===== src/rtl/ecc_status_collector.sv =====
// Registered stage behind the SECDED decoder: one-deep output register plus
// saturating error counters, a first-error log and a health/interrupt FSM.

package ecc_status_collector_pkg;

  // Smallest m with 2**m >= m + k + 1.
  function automatic int calculate_m(input int k);
    int m;
    m = 0;
    for (int i = 1; i < 31; i++) begin
      if (m == 0 && (1 << i) >= i + k + 1) begin
        m = i;
      end
    end
    return m;
  endfunction

endpackage

module ecc_status_collector
  import ecc_status_collector_pkg::*;
#(
  parameter int K      = 8,
  parameter int M      = calculate_m(K),
  parameter int CNT_W  = 16,
  parameter int THRESH = 8
) (
  input  logic             clk_i,
  input  logic             rst_i,
  input  logic             in_valid_i,
  output logic             in_ready_o,
  input  logic [K-1:0]     q_i,
  input  logic [M-1:0]     syndrome_i,
  input  logic             sb_err_i,
  input  logic             db_err_i,
  input  logic             sb_fix_i,
  output logic             out_valid_o,
  input  logic             out_ready_i,
  output logic [K-1:0]     out_data_o,
  output logic             out_uncorr_o,
  input  logic             clr_i,
  output logic [CNT_W-1:0] sb_cnt_o,
  output logic [CNT_W-1:0] db_cnt_o,
  output logic [CNT_W-1:0] word_cnt_o,
  output logic             log_valid_o,
  output logic [M-1:0]     log_syn_o,
  output logic [CNT_W-1:0] log_idx_o,
  output logic             log_db_o,
  output logic [1:0]       health_o,
  output logic             irq_o
);

  localparam logic [CNT_W-1:0] CNT_MAX   = '1;
  localparam logic [CNT_W-1:0] THRESH_M1 = CNT_W'(THRESH - 1);

  typedef enum logic [1:0] {
    HEALTH_OK       = 2'd0,
    HEALTH_DEGRADED = 2'd1,
    HEALTH_FAILED   = 2'd2
  } health_e;

  typedef enum logic {
    LOG_EMPTY    = 1'b0,
    LOG_CAPTURED = 1'b1
  } log_e;

  logic             out_valid_q, out_valid_d;
  logic [K-1:0]     out_data_q, out_data_d;
  logic             out_uncorr_q, out_uncorr_d;
  logic [CNT_W-1:0] sb_cnt_q, sb_cnt_d;
  logic [CNT_W-1:0] db_cnt_q, db_cnt_d;
  logic [CNT_W-1:0] word_cnt_q, word_cnt_d;
  log_e             log_state_q, log_state_d;
  logic [M-1:0]     log_syn_q, log_syn_d;
  logic [CNT_W-1:0] log_idx_q, log_idx_d;
  logic             log_db_q, log_db_d;
  health_e          health_q, health_d;
  logic             irq_q, irq_d;

  logic             accept;
  logic             sb_event;
  logic             db_event;

  // Values after an optional clear; the accepted word's event is applied on top.
  logic [CNT_W-1:0] sb_base, db_base, word_base;
  log_e             log_base;
  health_e          health_base;

  // sb_fix_i only says whether the decoder repaired the bit; it does not alter counting.
  logic unused_sb_fix;
  assign unused_sb_fix = sb_fix_i;

  assign in_ready_o = !rst_i && (!out_valid_q || out_ready_i);
  assign accept     = in_valid_i && in_ready_o;
  assign db_event   = accept && db_err_i;
  assign sb_event   = accept && sb_err_i && !db_err_i;

  always_comb begin
    out_valid_d  = out_valid_q;
    out_data_d   = out_data_q;
    out_uncorr_d = out_uncorr_q;
    if (accept) begin
      out_valid_d  = 1'b1;
      out_data_d   = q_i;
      out_uncorr_d = db_err_i;
    end else if (out_ready_i) begin
      out_valid_d = 1'b0;
    end
  end

  always_comb begin
    sb_base     = clr_i ? '0 : sb_cnt_q;
    db_base     = clr_i ? '0 : db_cnt_q;
    word_base   = clr_i ? '0 : word_cnt_q;
    log_base    = clr_i ? LOG_EMPTY : log_state_q;
    health_base = clr_i ? HEALTH_OK : health_q;

    sb_cnt_d    = sb_base;
    db_cnt_d    = db_base;
    word_cnt_d  = word_base;
    log_state_d = log_base;
    log_syn_d   = clr_i ? '0 : log_syn_q;
    log_idx_d   = clr_i ? '0 : log_idx_q;
    log_db_d    = clr_i ? 1'b0 : log_db_q;
    health_d    = health_base;

    if (sb_event && sb_base != CNT_MAX) begin
      sb_cnt_d = sb_base + 1'b1;
    end
    if (db_event && db_base != CNT_MAX) begin
      db_cnt_d = db_base + 1'b1;
    end
    if (accept) begin
      word_cnt_d = word_base + 1'b1;
    end

    if (log_base == LOG_EMPTY && (sb_event || db_event)) begin
      log_state_d = LOG_CAPTURED;
      log_syn_d   = syndrome_i;
      log_idx_d   = word_base;
      log_db_d    = db_err_i;
    end

    // A saturated counter never equals THRESH-1, so DEGRADED is not re-entered.
    case (health_base)
      HEALTH_OK: begin
        if (db_event) begin
          health_d = HEALTH_FAILED;
        end else if (sb_event && sb_base == THRESH_M1) begin
          health_d = HEALTH_DEGRADED;
        end
      end
      HEALTH_DEGRADED: begin
        if (db_event) begin
          health_d = HEALTH_FAILED;
        end
      end
      default: health_d = health_base;
    endcase

    // Starting from the post-clear state, any change can only be an upgrade.
    irq_d = (health_d != health_base);
  end

  always_ff @(posedge clk_i) begin
    if (rst_i) begin
      out_valid_q  <= 1'b0;
      out_data_q   <= '0;
      out_uncorr_q <= 1'b0;
      sb_cnt_q     <= '0;
      db_cnt_q     <= '0;
      word_cnt_q   <= '0;
      log_state_q  <= LOG_EMPTY;
      log_syn_q    <= '0;
      log_idx_q    <= '0;
      log_db_q     <= 1'b0;
      health_q     <= HEALTH_OK;
      irq_q        <= 1'b0;
    end else begin
      out_valid_q  <= out_valid_d;
      out_data_q   <= out_data_d;
      out_uncorr_q <= out_uncorr_d;
      sb_cnt_q     <= sb_cnt_d;
      db_cnt_q     <= db_cnt_d;
      word_cnt_q   <= word_cnt_d;
      log_state_q  <= log_state_d;
      log_syn_q    <= log_syn_d;
      log_idx_q    <= log_idx_d;
      log_db_q     <= log_db_d;
      health_q     <= health_d;
      irq_q        <= irq_d;
    end
  end

  assign out_valid_o  = out_valid_q;
  assign out_data_o   = out_data_q;
  assign out_uncorr_o = out_uncorr_q;
  assign sb_cnt_o     = sb_cnt_q;
  assign db_cnt_o     = db_cnt_q;
  assign word_cnt_o   = word_cnt_q;
  assign log_valid_o  = (log_state_q == LOG_CAPTURED);
  assign log_syn_o    = log_syn_q;
  assign log_idx_o    = log_idx_q;
  assign log_db_o     = log_db_q;
  assign health_o     = health_q;
  assign irq_o        = irq_q;

endmodule


===== config.mk =====
export PLATFORM = sky130hd
export DESIGN_NAME = ecc_status_collector
export DESIGN_NICKNAME = d
export VERILOG_FILES = /design/src/rtl/ecc_status_collector.sv
export SDC_FILE = /design/constraint.sdc
export NUM_CORES = 1
export LEC_CHECK = 0
export BUFFER_PORTS_ARGS = -buffer_cell sky130_fd_sc_hd__buf_4
export CELL_PAD_IN_SITES_DETAIL_PLACEMENT = 0
export CELL_PAD_IN_SITES_GLOBAL_PLACEMENT = 1
export CORE_AREA = 2 2 109 111
export CTS_BUF_LIST = sky130_fd_sc_hd__clkbuf_8 sky130_fd_sc_hd__clkbuf_16
export CTS_CLUSTER_SIZE = 12
export DETAILED_ROUTE_END_ITERATION = 8
export DIE_AREA = 0 0 111 113
export HOLD_SLACK_MARGIN = 0.12
export PLACE_DENSITY = 0.76
export SLEW_MARGIN = 20
export SYNTH_ARGS = -nofsm -noshare
export SYNTH_HDL_FRONTEND = slang
export SYNTH_SLANG_ARGS = --single-unit

===== constraint.sdc =====
create_clock -name clk_i -period 2.7 [get_ports clk_i]
set_input_delay 0.27 -clock clk_i [delete_from_list [all_inputs] [get_ports clk_i]]
set_output_delay 0.27 -clock clk_i [all_outputs]
set_load 0.01 [all_outputs]

==> run summary <==
Vias/cell = 5.09
Drt pass-1 iters = 4
Final WL = 10.7 mm
Initial antenna violation count = 0
Element type at the critical path end = flop
Worst path required time = 2.99 ns
Final setup viols = 0
R2R Path Start = sb_cnt_o[0]
Clock Skews = 0.00543 ns
Total of max-cap violations = 0
Least-Margin Pin Slew = 0.714 ns
Setup TNS = 0 ns
Max Slew Vio Count = 0
Final core utilization = 45.4%
Clock tree sinks = 83
Mapped Nets = 481
Peak supply drop = 320 uV
Worst-path maximum fanout = 7
Fin. Hold Viols = 0
Clock Pin Slew Worst Setup and Hold Paths = 0.06 ns
Share of the synthesized area in the top cell type = 43.8%
Crit path cell chain = nor2b_1, ha_1, and4b_1, nand4bb_1, o2111a_1, a311oi_1, a41o_1
Switch Pwr = 0.000623 W
Synthesized area = 0.00380 mm^2
Critical path arrival = 2.59 ns
Dominant cell type by area after synthesis = dfxtp_1
Synth area leaders = dfxtp_1, nand2_1, xnor2_1
Worst path slowest cell = o2111a_1
DIE WIDTH = 111 um
DR vias = 3,646
Die ar. = 0.0125 mm^2
Wire per inst = 14.9 um
Clk buf depth = 2
Post_cts resized = 0
Int Power = 0.00209 W
Worst-skew pair later-pin latency = 0.34 ns
Post-Synthesis Cells = 458
Power share of the clock group = 47.0%
Yosys warning total = 0
Slew headroom = 52.2%
CTS Buf Count = 9
CP startpoint = sb_cnt_o[0]
Fin crit share = 85.4%
Switch share = 23.0%
Syn Area/Cell = 8.29 um^2
Critical Path Max Stage Delay = 0.44 ns
Worst Hold Class = primary input to flop
Root Driver = clkbuf_16
Grt ovf = 0
I/O pin total = 104
Flop pwr share = 46.2%
Min Hold Slack = 0.171 ns
RSZ-0062 raised after global routing = false
Placer Congestion = 0.826
Vias in the first global route = 3,480
I/O Buffers = 102
Final Critical Period = 2.31 ns
First-pass GRT wire length = 17.3 mm
Run status = finished clean
DP Worst Slack = 0.362 ns
Die Y = 113 um
Initial drt markers = 152
Remaining DRCs = 0
CTS tree = built
HP Start = in_valid_i
Sequential-to-total area share from yosys stat = 43.8%
Comb power frac = 6.8%
Final nets = 591
Pwr Density = 530 mW/mm^2
Lkg Pwr = 2.02 nW
Seq cells post-synth = 83
Cell row count = 39
EDFF count, synth = 0
Core Area = 0.0113 mm^2
Initial Utilization = 33.7%
Ant. Diodes = 0
H-tree levels = 3
Detailed Place HPWL = 7.57 mm
GRT Util Overall = 17.0%
Distinct cells, synth = 57
Synth-to-Final Area Change = 34.8%
Post-DRT Antenna Nets = 0
Synth Flop Type = dfxtp_1
Largest net degree at the start of global routing = 33
Critical path type = flop to flop
Overall power after layout = 0.00271 W
Final worst slack = 0.393 ns
Share of cells above drive strength 1 = 24.8%
Setup crit start kind = flop
Highest Clock Rate = 434 MHz
Async SR Flop Fraction = 0%
synthesized netlist by cell type (6+ instances only):
cell,number
o21ai_0,7
and4b_1,6
nand2_1,83
clkbuf_1,18
o211ai_1,7
dfxtp_1,83
nor4_1,9
xor2_1,7
nand3_1,28
nand4_1,10
nor2b_1,19
nor3_1,9
nand4b_1,6
xnor2_1,22
nand2b_1,6
a21oi_1,34
nor2_1,42
registers in the layout, summed over array words and instances, names as in the netlist:
| name | count |
|---|---|
| db_cnt_o | 16 |
| log_idx_o | 16 |
| sb_cnt_o | 16 |
| word_cnt_o | 16 |
| out_data_o | 8 |
| log_syn_o | 4 |
| health_o | 2 |
| irq_o | 1 |
| log_db_o | 1 |
| log_valid_o | 1 |
| out_uncorr_o | 1 |
| out_valid_o | 1 |
layout make-up:
class / instances / area, um^2
clock buffers: 11 / 253
clock inverters: 5 / 61.3
well taps: 143 / 179
fillers: 1099 / 6150
repair buffers: 121 / 928
flip-flops and latches: 83 / 1660
multi-input cells: 348 / 2020
inverters: 5 / 18.8
power by group through the flow:
stage	Clock, W	Sequential [W]	Combinational, W
2_1_floorplan	0	0.00129	0.0000819
3_3_place_gp	0	0.00128	0.000173
3_5_place_dp	0	0.00128	0.000175
4_1_cts	0.00131	0.00125	0.000184
5_1_grt	0.00135	0.00125	0.000200
6_report	0.00127	0.00125	0.000184
worst max-delay path, delay by kind of cell, from the launching register on:
kind / cells / cell delay, ns
adder cells (fa/ha/maj): 1 / 0.23
AND/OR/NAND/NOR: 3 / 0.82
AO/OA/AOI/OAI: 3 / 0.86
flip-flops: 1 / 0.35
kinds of logic after synthesis:
family	Yosys count	synth area share (%)
simple gates	243	32.9
flops	83	43.8
compound gates	71	11.9
xor+xnor	29	6.69
buf+inv	27	3.16
fa+ha+maj	3	0.989
mux	2	0.527
final timing paths:
kind / to / depth (start not counted) / slack (ns)
setup / recovery: sb_cnt_o[11] / 7 / 0.39
hold / removal: out_valid_o / 3 / 0.17
setup reg to reg: sb_cnt_o[11] / 7 / 0.39
hold reg to reg: log_idx_o[14] / 2 / 0.45
per-layer routing:
metal | routed length (um) | global-route usage [%]
met5 | 0 | 0
met4 | 194 | 7.67
met3 | 496 | 3.64
met2 | 4820 | 27.0
met1 | 5180 | 22.3
through the flow:
stage               area, um^2  std cells
floorplan                 3800        458
global placement          4720        692
detailed placement        4720        692
CTS                       5120        716
global route              5120        716
finish                    5120        716
repair_timing:
action	in CTS	in global routing
endpoints found under the hold margin	8	0
setup buffers	0	0
hold buffers	8	0
cell usage in the layout, fill, tap and decap left out, types with 3 or more instances in the layout:
master / instances
clkbuf_16: 9
or3_1: 5
nand4b_1: 6
buf_4: 113
nand2_1: 83
a21oi_1: 34
nand4_1: 10
nor3_1: 9
dfxtp_1: 83
xor2_1: 7
dlygate4sd3_1: 8
nand2b_1: 6
nor2b_1: 19
ha_1: 3
o31ai_1: 3
o211ai_1: 7
xnor2_1: 22
clkinvlp_4: 3
and3_1: 5
nand3_1: 28
and4b_1: 6
o21ai_0: 7
nor4_1: 9
inv_1: 4
nor2_1: 42
Note: power is estimated with default switching activity, not from simulation.
